File: src/rtl/traffic_pkg.sv
// traffic_pkg
// Shared encodings for the traffic lamp monitor slice.
//   - Lamp patterns are packed {red, yellow, green}; anything with more than
//     one bit set is a multi-lamp pattern and has no named encoding.
//   - Fault codes reported on o_fault_code.
//   - Monitor state encodings.
//   - Small pattern helpers shared by the monitor.
package traffic_pkg;

    localparam int FAULT_CODE_W = 3;

    // Lamp patterns, bit order {red, yellow, green}.
    localparam logic [2:0] PAT_OFF    = 3'b000;
    localparam logic [2:0] PAT_GREEN  = 3'b001;
    localparam logic [2:0] PAT_YELLOW = 3'b010;
    localparam logic [2:0] PAT_RED    = 3'b100;

    typedef enum logic [FAULT_CODE_W-1:0] {
        FAULT_NONE       = 3'd0,
        FAULT_MULTI      = 3'd1,
        FAULT_TRANSITION = 3'd2,
        FAULT_SHORT      = 3'd3,
        FAULT_LONG       = 3'd4,
        FAULT_DARK       = 3'd5
    } fault_code_e;

    typedef enum logic [1:0] {
        ST_IDLE  = 2'd0,
        ST_PASS  = 2'd1,
        ST_FAULT = 2'd2
    } mon_state_e;

    // True when two or more lamps are requested at once.
    function automatic logic is_multi(input logic [2:0] pat);
        return (pat[2] & pat[1]) | (pat[2] & pat[0]) | (pat[1] & pat[0]);
    endfunction

    // The only legal lamp-to-lamp steps: red->green->yellow->red.
    function automatic logic is_legal_step(input logic [2:0] old_pat,
                                           input logic [2:0] new_pat);
        return ((old_pat == PAT_RED)    && (new_pat == PAT_GREEN))  ||
               ((old_pat == PAT_GREEN)  && (new_pat == PAT_YELLOW)) ||
               ((old_pat == PAT_YELLOW) && (new_pat == PAT_RED));
    endfunction

endpackage

File: src/rtl/traffic_flash_gen.sv
// traffic_flash_gen
// Fail-safe blink generator: FLASH_HALF cycles on, FLASH_HALF cycles off.
// o_blink is the lamp level for the cycle that follows the current clock
// edge, so the caller registers it directly into its lamp flop. The
// sequence restarts with blink=1 whenever i_run rises.
// Ports:
//   i_clk    clock
//   i_reset  synchronous active-high reset
//   i_run    high while the flash should run (next-cycle request)
//   o_blink  lamp level to register at this edge
module traffic_flash_gen #(
    parameter int FLASH_HALF = 4
) (
    input  logic i_clk,
    input  logic i_reset,
    input  logic i_run,
    output logic o_blink
);

    localparam int PERIOD = 2 * FLASH_HALF;
    localparam int POS_W  = (PERIOD > 1) ? $clog2(PERIOD) : 1;

    logic             run_q;
    logic [POS_W-1:0] pos_q;
    logic [POS_W-1:0] pos_next;

    // Position inside the on/off period for the coming cycle; a fresh run
    // starts at position 0, which is the first "on" cycle.
    always_comb begin
        // NOTE: every always_comb output gets a default first so no path
        // leaves it unassigned and no latch is inferred.
        pos_next = '0;
        if (run_q && (pos_q != POS_W'(PERIOD - 1))) begin
            pos_next = pos_q + 1'b1;
        end
        o_blink = i_run && (pos_next < POS_W'(FLASH_HALF));
    end

    // NOTE: state registers use non-blocking assignments so every flop
    // samples pre-edge values regardless of statement order.
    always_ff @(posedge i_clk) begin
        if (i_reset) begin
            run_q <= 1'b0;
            pos_q <= '0;
        end else if (i_run) begin
            run_q <= 1'b1;
            pos_q <= pos_next;
        end else begin
            run_q <= 1'b0;
            pos_q <= '0;
        end
    end

endmodule

File: src/rtl/traffic_lamp_monitor.sv
// traffic_lamp_monitor
// Safety stage behind the traffic-light FSM. Checks the requested lamp
// stream for single-lamp patterns, red->green->yellow->red order and dwell
// bounds, and forwards legal lamps registered (one cycle latency). Any
// violation latches a fault code and forces flashing yellow until cleared.
// Ports:
//   i_clk, i_reset            clock, synchronous active-high reset
//   i_red/i_yellow/i_green    lamp requests from the FSM
//   i_clear_fault             pulse: leave FAULT, return to IDLE
//   o_red/o_yellow/o_green    registered lamp drives
//   o_fault                   high while in FAULT
//   o_fault_code              latched cause (traffic_pkg::fault_code_e)
//   o_phase_cnt               dwell count of the current input pattern
//   o_fault_count             FAULT entries, saturating at 255
module traffic_lamp_monitor
    import traffic_pkg::*;
#(
    parameter int RED_MIN    = 2,
    parameter int RED_MAX    = 16,
    parameter int GRN_MIN    = 2,
    parameter int GRN_MAX    = 16,
    parameter int YEL_MIN    = 2,
    parameter int YEL_MAX    = 8,
    parameter int FLASH_HALF = 4,
    parameter int DWELL_W    = 8
) (
    input  logic                    i_clk,
    input  logic                    i_reset,
    input  logic                    i_red,
    input  logic                    i_yellow,
    input  logic                    i_green,
    input  logic                    i_clear_fault,
    output logic                    o_red,
    output logic                    o_yellow,
    output logic                    o_green,
    output logic                    o_fault,
    output logic [FAULT_CODE_W-1:0] o_fault_code,
    output logic [DWELL_W-1:0]      o_phase_cnt,
    output logic [7:0]              o_fault_count
);

    localparam logic [DWELL_W-1:0] CNT_SAT = '1;

    function automatic logic [DWELL_W-1:0] min_of(input logic [2:0] pat);
        case (pat)
            PAT_RED:    return DWELL_W'(RED_MIN);
            PAT_GREEN:  return DWELL_W'(GRN_MIN);
            PAT_YELLOW: return DWELL_W'(YEL_MIN);
            default:    return '0;
        endcase
    endfunction

    function automatic logic [DWELL_W-1:0] max_of(input logic [2:0] pat);
        case (pat)
            PAT_RED:    return DWELL_W'(RED_MAX);
            PAT_GREEN:  return DWELL_W'(GRN_MAX);
            PAT_YELLOW: return DWELL_W'(YEL_MAX);
            default:    return CNT_SAT;
        endcase
    endfunction

    mon_state_e         state_q, state_next;
    fault_code_e        code_q, code_next;
    logic [2:0]         pattern;
    logic [2:0]         prev_q;
    logic [DWELL_W-1:0] cnt_q, cnt_next;
    logic               same;
    logic               first_q, first_next;   // in the resync phase after IDLE
    logic               entering_fault;
    logic               blink;

    assign o_fault_code = code_q;
    assign o_phase_cnt  = cnt_q;

    traffic_flash_gen #(
        .FLASH_HALF (FLASH_HALF)
    ) u_flash (
        .i_clk   (i_clk),
        .i_reset (i_reset),
        .i_run   (state_next == ST_FAULT),
        .o_blink (blink)
    );

    // Next-state, fault classification and dwell counter.
    always_comb begin
        pattern    = {i_red, i_yellow, i_green};
        same       = (pattern == prev_q);
        cnt_next   = DWELL_W'(1);
        state_next = state_q;
        code_next  = FAULT_NONE;
        first_next = first_q;

        if (same) begin
            cnt_next = (cnt_q == CNT_SAT) ? cnt_q : cnt_q + 1'b1;
        end

        case (state_q)
            ST_IDLE: begin
                // Whatever phase we land in is of unknown age: skip its MIN check.
                first_next = 1'b1;
                if (is_multi(pattern)) begin
                    state_next = ST_FAULT;
                    code_next  = FAULT_MULTI;
                end else if (pattern != PAT_OFF) begin
                    state_next = ST_PASS;
                end
            end
            ST_PASS: begin
                if (!same) begin
                    // Checks in priority order; the first that fires wins.
                    // A step to all-off is classified as dark, not as an
                    // illegal transition.
                    if (is_multi(pattern)) begin
                        code_next = FAULT_MULTI;
                    end else if ((pattern != PAT_OFF) && !is_legal_step(prev_q, pattern)) begin
                        code_next = FAULT_TRANSITION;
                    end else if (!first_q && (cnt_q < min_of(prev_q))) begin
                        code_next = FAULT_SHORT;
                    end else if (pattern == PAT_OFF) begin
                        code_next = FAULT_DARK;
                    end
                end else if (cnt_q >= max_of(prev_q)) begin
                    // Holding one more cycle would make the count MAX+1.
                    code_next = FAULT_LONG;
                end

                if (code_next != FAULT_NONE) begin
                    state_next = ST_FAULT;
                end else if (!same) begin
                    first_next = 1'b0;
                end
            end
            ST_FAULT: begin
                // Inputs are ignored here; only a clear leaves, and it
                // takes priority over anything on the lamp inputs.
                code_next = code_q;
                if (i_clear_fault) begin
                    state_next = ST_IDLE;
                    code_next  = FAULT_NONE;
                end
            end
            default: begin
                state_next = ST_IDLE;
            end
        endcase

        entering_fault = (state_q != ST_FAULT) && (state_next == ST_FAULT);
    end

    // Outputs are computed from the next state so that the lamps reflect
    // the inputs sampled at the same edge (one cycle latency).
    always_ff @(posedge i_clk) begin
        if (i_reset) begin
            state_q       <= ST_IDLE;
            code_q        <= FAULT_NONE;
            prev_q        <= PAT_OFF;
            cnt_q         <= '0;
            first_q       <= 1'b0;
            o_red         <= 1'b0;
            o_yellow      <= 1'b0;
            o_green       <= 1'b0;
            o_fault       <= 1'b0;
            o_fault_count <= '0;
        end else begin
            state_q  <= state_next;
            code_q   <= code_next;
            prev_q   <= pattern;
            cnt_q    <= cnt_next;
            first_q  <= first_next;
            o_red    <= (state_next == ST_PASS) && i_red;
            o_green  <= (state_next == ST_PASS) && i_green;
            o_yellow <= ((state_next == ST_PASS) && i_yellow) ||
                        ((state_next == ST_FAULT) && blink);
            o_fault  <= (state_next == ST_FAULT);
            if (entering_fault && (o_fault_count != 8'hFF)) begin
                o_fault_count <= o_fault_count + 8'd1;
            end
        end
    end

endmodule
File: config.mk
export PLATFORM = sky130hd
export DESIGN_NAME = traffic_lamp_monitor
export DESIGN_NICKNAME = d
export VERILOG_FILES = /design/src/rtl/traffic_pkg.sv /design/src/rtl/traffic_flash_gen.sv /design/src/rtl/traffic_lamp_monitor.sv
export SDC_FILE = /design/constraint.sdc
export NUM_CORES = 1
export LEC_CHECK = 0
export BUFFER_PORTS_ARGS = -buffer_cell sky130_fd_sc_hd__buf_2
export CAP_MARGIN = 20
export CORE_ASPECT_RATIO = 0.9
export CORE_UTILIZATION = 55
export DETAILED_ROUTE_END_ITERATION = 12
export PLACE_DENSITY_LB_ADDON = 0.15
export SLEW_MARGIN = 25
export SYNTH_ARGS = -nofsm -noshare
export SYNTH_HDL_FRONTEND = slang
export SYNTH_SLANG_ARGS = --single-unit
File: constraint.sdc
create_clock -name i_clk -period 3.3 [get_ports i_clk]
set_input_delay 0 -clock i_clk [delete_from_list [all_inputs] [get_ports i_clk]]
set_output_delay 0 -clock i_clk [all_outputs]
set_load 0.05 [all_outputs]
# [Word-level counts from Yosys, hierarchy flattened]
# Cells that the tools add are included.
[totals] input_bits=6 elab_cells=103 reg_bits=33 out_inout_bits=23
[classes] eq_ne=19 mux=30 n_addsub=3 bitwise=7 n_lt_le_gt_ge=3 n_reduce_logical=28
[ops] operator="$mux 8" count=6
[ops] operator="$mux 3" count=9
[ops] operator="$add 8x1->8 const B" count=2
[ops] operator="$pmux 8 s2" count=1
[ops] operator="$logic_and 1x1->1" count=13
[ops] operator="$mux 2" count=5
[ops] operator="$ne 2x2->1 const B" count=5
[ops] operator="$pmux 3 s3" count=1
[ops] operator="$eq 8x8->1 const B" count=1
[ops] operator="$ge 8x8->1" count=1
[ops] operator="$lt 8x8->1" count=1
[ops] operator="$ne 8x8->1 const B" count=1
[ops] operator="$eq 3x1->1 const B" count=2
[ops] operator="$eq 3x2->1 const B" count=2
[ops] operator="$eq 3x3->1 const B" count=2
[ops] operator="$mux 1" count=6
[ops] operator="$pmux 2 s3" count=1
[ops] operator="$reduce_bool 3->1" count=2
[ops] operator="$reduce_or 2->1" count=3
[ops] operator="$eq 2x1->1 const B" count=2
[ops] operator="$eq 2x2->1 const B" count=2
[ops] operator="$add 3x1->3 const B" count=1
[ops] operator="$and 1x1->1" count=3
[ops] operator="$eq 3x3->1" count=1
[ops] operator="12 further kinds" count=17

# [Logic depth before layout (Yosys ltp)]
[logic_depth] depth_word=24 ltp_mapped=12 ltp_nobuf=12

# [Cells and area by module]
# From an unflattened synthesis, not the netlist that was laid out.
[unflattened] cells_unflattened=198 area_unflattened_um2=1808.0
[by_module_without_submodules] module="traffic_lamp_monitor" cells_each=186 area_per_inst_um2=1642.8 instances=1
[by_module_without_submodules] module="traffic_flash_gen" cells_each=12 area_per_inst_um2=165.2 instances=1

# [Least setup slack after synthesis]
# Ideal clock, no wire load.
[synth_path] kind="register to register" startpoint="register prev_q[2]" endpoint="register o_fault_count[3]" t_arrival_ps=2693 t_required_ps=3179 setup_ps=121 slack_ps=486 path_stages_with_launch=12 n_path_buf=0 synth_period_minus_slack_ps=2814 path_cell_list="dfxtp_1 -> xnor2_1 -> nor2_1 -> or2_2 -> ha_1 -> and3b_1 -> o21ai_0 -> a21oi_1 -> nor4_1 -> o31a_4 -> nor4_1 -> mux2_2"
[synth_between] elab_chain_cells=20
[synth_rtl] item="start, declared" line_no="traffic_lamp_monitor.sv:65" rtl="logic [2:0] prev_q;"
[synth_rtl] item="start signal, assigned" line_no="traffic_lamp_monitor.sv:167" rtl="prev_q <= pattern;"
[synth_rtl] item="$eq 3x3->1, or another cell as far along" line_no="traffic_pkg.sv:41, traffic_lamp_monitor.sv:45, traffic_lamp_monitor.sv:54"
[synth_rtl] item="$reduce_or 3->1 (no line)"
[synth_rtl] item="$mux 2" line_no="traffic_lamp_monitor.sv:45" rtl="case (pat)"
[synth_rtl] item="$mux 8" line_no="traffic_lamp_monitor.sv:115" rtl="end else if ((pattern != PAT_OFF) && !is_legal_step(prev_q, pattern)) begin"
[synth_rtl] item="$mux 8" line_no="traffic_lamp_monitor.sv:113" rtl="if (is_multi(pattern)) begin"
[synth_rtl] item="$mux 8" line_no="traffic_lamp_monitor.sv:109" rtl="if (!same) begin"
[synth_rtl] item="$mux 8" line_no="traffic_lamp_monitor.sv:97" rtl="case (state_q)"
[synth_rtl] item="$lt 8x8->1" line_no="traffic_lamp_monitor.sv:117" rtl="end else if (!first_q && (cnt_q < min_of(prev_q))) begin"
[synth_rtl] item="(+4 left out)"
[synth_rtl] item="$mux 3 *" line_no="traffic_lamp_monitor.sv:109"
[synth_rtl] item="$mux 3 *" line_no="traffic_lamp_monitor.sv:97"
[synth_rtl] item="$reduce_bool 3->1 *" line_no="traffic_lamp_monitor.sv:127" rtl="if (code_next != FAULT_NONE) begin"
[synth_rtl] item="$mux 2 *" line_no="traffic_lamp_monitor.sv:127"
[synth_rtl] item="$pmux 2 s3 *" line_no="traffic_lamp_monitor.sv:97"
[synth_rtl] item="$eq 2x2->1 *" line_no="traffic_lamp_monitor.sv:147" rtl="entering_fault = (state_q != ST_FAULT) && (state_next == ST_FAULT);"
[synth_rtl] item="$logic_and 1x1->1 *" line_no="traffic_lamp_monitor.sv:147"
[synth_rtl] item="$logic_and 1x1->1 *" line_no="traffic_lamp_monitor.sv:175" rtl="if (entering_fault && (o_fault_count != 8'hFF)) begin"
[synth_rtl] item="end signal, assigned" line_no="traffic_lamp_monitor.sv:176" rtl="o_fault_count <= o_fault_count + 8'd1;"
[synth_rtl] item="end, declared" line_no="traffic_lamp_monitor.sv:39" rtl="output logic [7:0] o_fault_count"
# Mark *: on every way between the ends. The rest lies on a longest branch, timed or not. The select of a mux whose other input is x is not followed.
# A chain may end at the register's enable or synchronous reset.

# [Worst setup path after layout]
# Ends and elaborated chain as after synthesis.

==> reports/qor.yml <==
outcome: "complete, no violations"
cts_tree: "yes"
hold_violations: 0
avgSynthCellArea_sq_um: 8.80
path_max_fanout: 9
drive_gt1_share_pct: 21.6
detail_route.wl_per_cell_microns: 13.2
core_sq_um: 3040
clock_sink_count: 32
arrival_ps: 3340
synth_edf_count: 0
postRouteAntennaNets: 0
clk_path_buf_depth: 2
p_sw_share_pct: 33.1
worst_pin_slew_ps: 515
synth_ff_type: "dfxtp_1"
rsz0062_at_grt: "no"
dr_total_vias: 1558
cp.required_ps: 3530
clk_pin_slew_ps: 90
io_buffers: 28
ys_ff_latch: 32
holdPathStages: 3
post_cts_buffers: 0
final.min_clock_period_ps: 3120
critical-path-top-delay-family: "simple AND/OR/NAND/NOR gates"
cts_root_buf: "clkbuf_4"
num_antenna_cells: 0
crit_type: "flip-flop to flip-flop"
dp_hpwl_microns: 2750
ff2ff_path_depth: 12
multi_input_area_sq_um: 1060
worst_path_max_delay_cell: "dfxtp_1"
syn_to_final_growth_pct: 13.1
p_int_w: 0.000556
first_pass_iters: 4
grt_util_all_layers_pct: 24.3
fp-row-count: 19
io_pins: 29
crit_cells: 12
path_cells: "xnor2_1 -> nor2_1 -> or2_2 -> ha_1 -> o21bai_1 -> a31oi_1 -> a21oi_1 -> nor4_1 -> buf_4 -> o31a_4 -> nor4_1 -> mux2_2"
die_x_microns: 61.6
syn-cell-area_sq_um: 1760
ir_drop_uv: 290
drc: 0
powerDensity_nw_per_um2: 417
clkPwrFrac_pct: 24.5
numCtsBuffers: 5
antenna_found_initial: 0
grt_max_degree: 26
first_global_vias: 1481
setup_tns_ps: 0
synthArstFlopShare_pct: 0
netlist_instances: 200
cp_num_buf_inv: 1
hold_path.class: "input port to flip-flop"
final_core_util_pct: 65.4
ys_types: 50
fill_cells: 275
start_kind: "flip-flop"
fp.dieH_microns: 55.7
yosysWarnings: 0
seqPwrFrac_pct: 51.4
max-cap-violations: 0
dieArea_sq_um: 3430
fmax_mhz: 321
ys_seq_area_share_pct: 36.4
hold_slack_ps: 20.5
critPathMaxStageDelay_ps: 430
syn-num-nets: 219
end_kind: "flip-flop"
register_area_sq_um: 642
maxSlewViolCount: 0
totalWireLength_microns: 3630
grt_pass1_wl_microns: 6240
setup_viol: 0
netSwitchingPower_w: 0.000275
htreeDepth: 2
crit_path_frequent_cell: "nor4_1"
overflow: 0
place_congestion: 0.845
drt_iter0_markers: 85
fin_skew_ps: 5.22
power_frac_comb_pct: 24.1
layout.nets: 251
slew_headroom_pct: 65.4
viasPerCell: 5.69
finalCritPeriodShare_pct: 94.4
start_util_pct: 57.9
clkLatencyLatePin_ps: 330
p_leak_nw: 0.891
[final timing paths]
path | startpoint | endpoint | slack, ps
max | prev_q[2] | o_fault_count[3] | 180
min | i_green | prev_q[0] | 20
max reg2reg | prev_q[2] | o_fault_count[3] | 180
min reg2reg | o_fault_code[0] | o_fault_code[0] | 490
[placed cells by master (no fill, tap or decap), types with 5 or more instances in the layout]
master and count:
and3_1 6, nand2_1 12, a21oi_1 8, clkbuf_4 5
ha_1 13, dfxtp_1 31, nand3_1 6, xnor2_1 6
buf_2 28, inv_1 9, nand2b_1 5, nor2_1 27
o21ai_0 6, nor2b_1 6
[cell usage after synthesis (2+ instances only)]
library cell  count  share of area [%]
a221oi_1          2                1.0
xnor2_1           6                3.0
nor3b_1           3                1.3
nor2_2            2               0.71
clkbuf_1          2               0.43
nor2b_1           6                2.1
nor4_1            2               0.71
or3b_1            2                1.0
a211oi_1          3                1.3
nor3_1            2               0.57
o21ai_0           6                1.7
and2_1            2               0.71
nand3_1           6                1.7
inv_1             9                1.9
and3_1            6                2.1
nand2_1          12                2.6
or2_2             2               0.71
dfxtp_1          32                 36
nand2b_1          5                1.8
and3b_1           2                1.0
ha_1             13                9.2
or3_1             4                1.4
mux2_2            4                2.6
nand4_1           3                1.1
a21oi_1           8                2.3
xor2_1            3                1.5
a31oi_1           4                1.4
nor2_1           27                5.8
[area by class of cell]
class	instances	area share, %
multi-input combinational	154	53.2
sequential	32	32.2
timing repair buffer	30	7.92
tap	42	2.64
clock buffer	6	2.07
inverter	9	1.70
clock inverter	1	0.251
[per-stage QoR]
step                cell area (sq um)  total power, W  setup WS [ps]  instances
detailed placement               1930        0.000634            222        266
floorplan                        1760        0.000589            486        200
global route                     1990        0.000877           12.6        274
CTS                              1990        0.000838            194        274
global placement                 1930        0.000624            287        266
finish                           1990        0.000830            185        274
[timing repair]
item | CTS | global route
endpoints found under the hold margin | 2 | 0
endpoints found under the setup margin | 0 | 1
hold buffers | 1 | 0
resized for setup | 0 | 1
[worst register-to-register path: stages (launching register included)]
cell and delay, ps:
dfxtp_1 430, xnor2_1 150, nor2_1 70, or2_2 370, ha_1 310, o21bai_1 170
a31oi_1 110, a21oi_1 160, nor4_1 80, buf_4 160, o31a_4 370, nor4_1 280
mux2_2 360
[flip-flops by register name, summed over array words and instances, names as in the netlist]
register       flops
u_flash.pos_q      3
o_phase_cnt        8
first_q            1
o_fault_code       3
prev_q             3
o_yellow           1
o_fault            1
o_fault_count      8
state_q            2
o_green            1
o_red              1
[power groups by stage]
stage | clock, W | combinational, W | sequential, W
finish | 0.000204 | 0.000200 | 0.000427
global route | 0.000227 | 0.000220 | 0.000431
CTS | 0.000211 | 0.000200 | 0.000427
detailed placement | 0 | 0.000199 | 0.000436
global placement | 0 | 0.000191 | 0.000434
floorplan | 0 | 0.000106 | 0.000483
[kinds of logic after synthesis]
logic type               synth area share [%]
AND/OR/NAND/NOR                          30.5
AO/OA/AOI/OAI                            12.8
flip-flops                               36.4
buffers and inverters                    3.48
adder cells (fa/ha/maj)                  9.24
XOR/XNOR                                 4.48
multiplexers                             3.13
[metal layers]
metal  vias to the layer above  part of all wire, %  GRT usage, %
li1                        775                    -             -
met4                         0                  1.2          8.57
met5                         -                    0             0
met2                        45                   49          39.2
met1                       733                   45          30.5
met3                         5                  5.0          6.51
(Power assumes the default switching activity.)
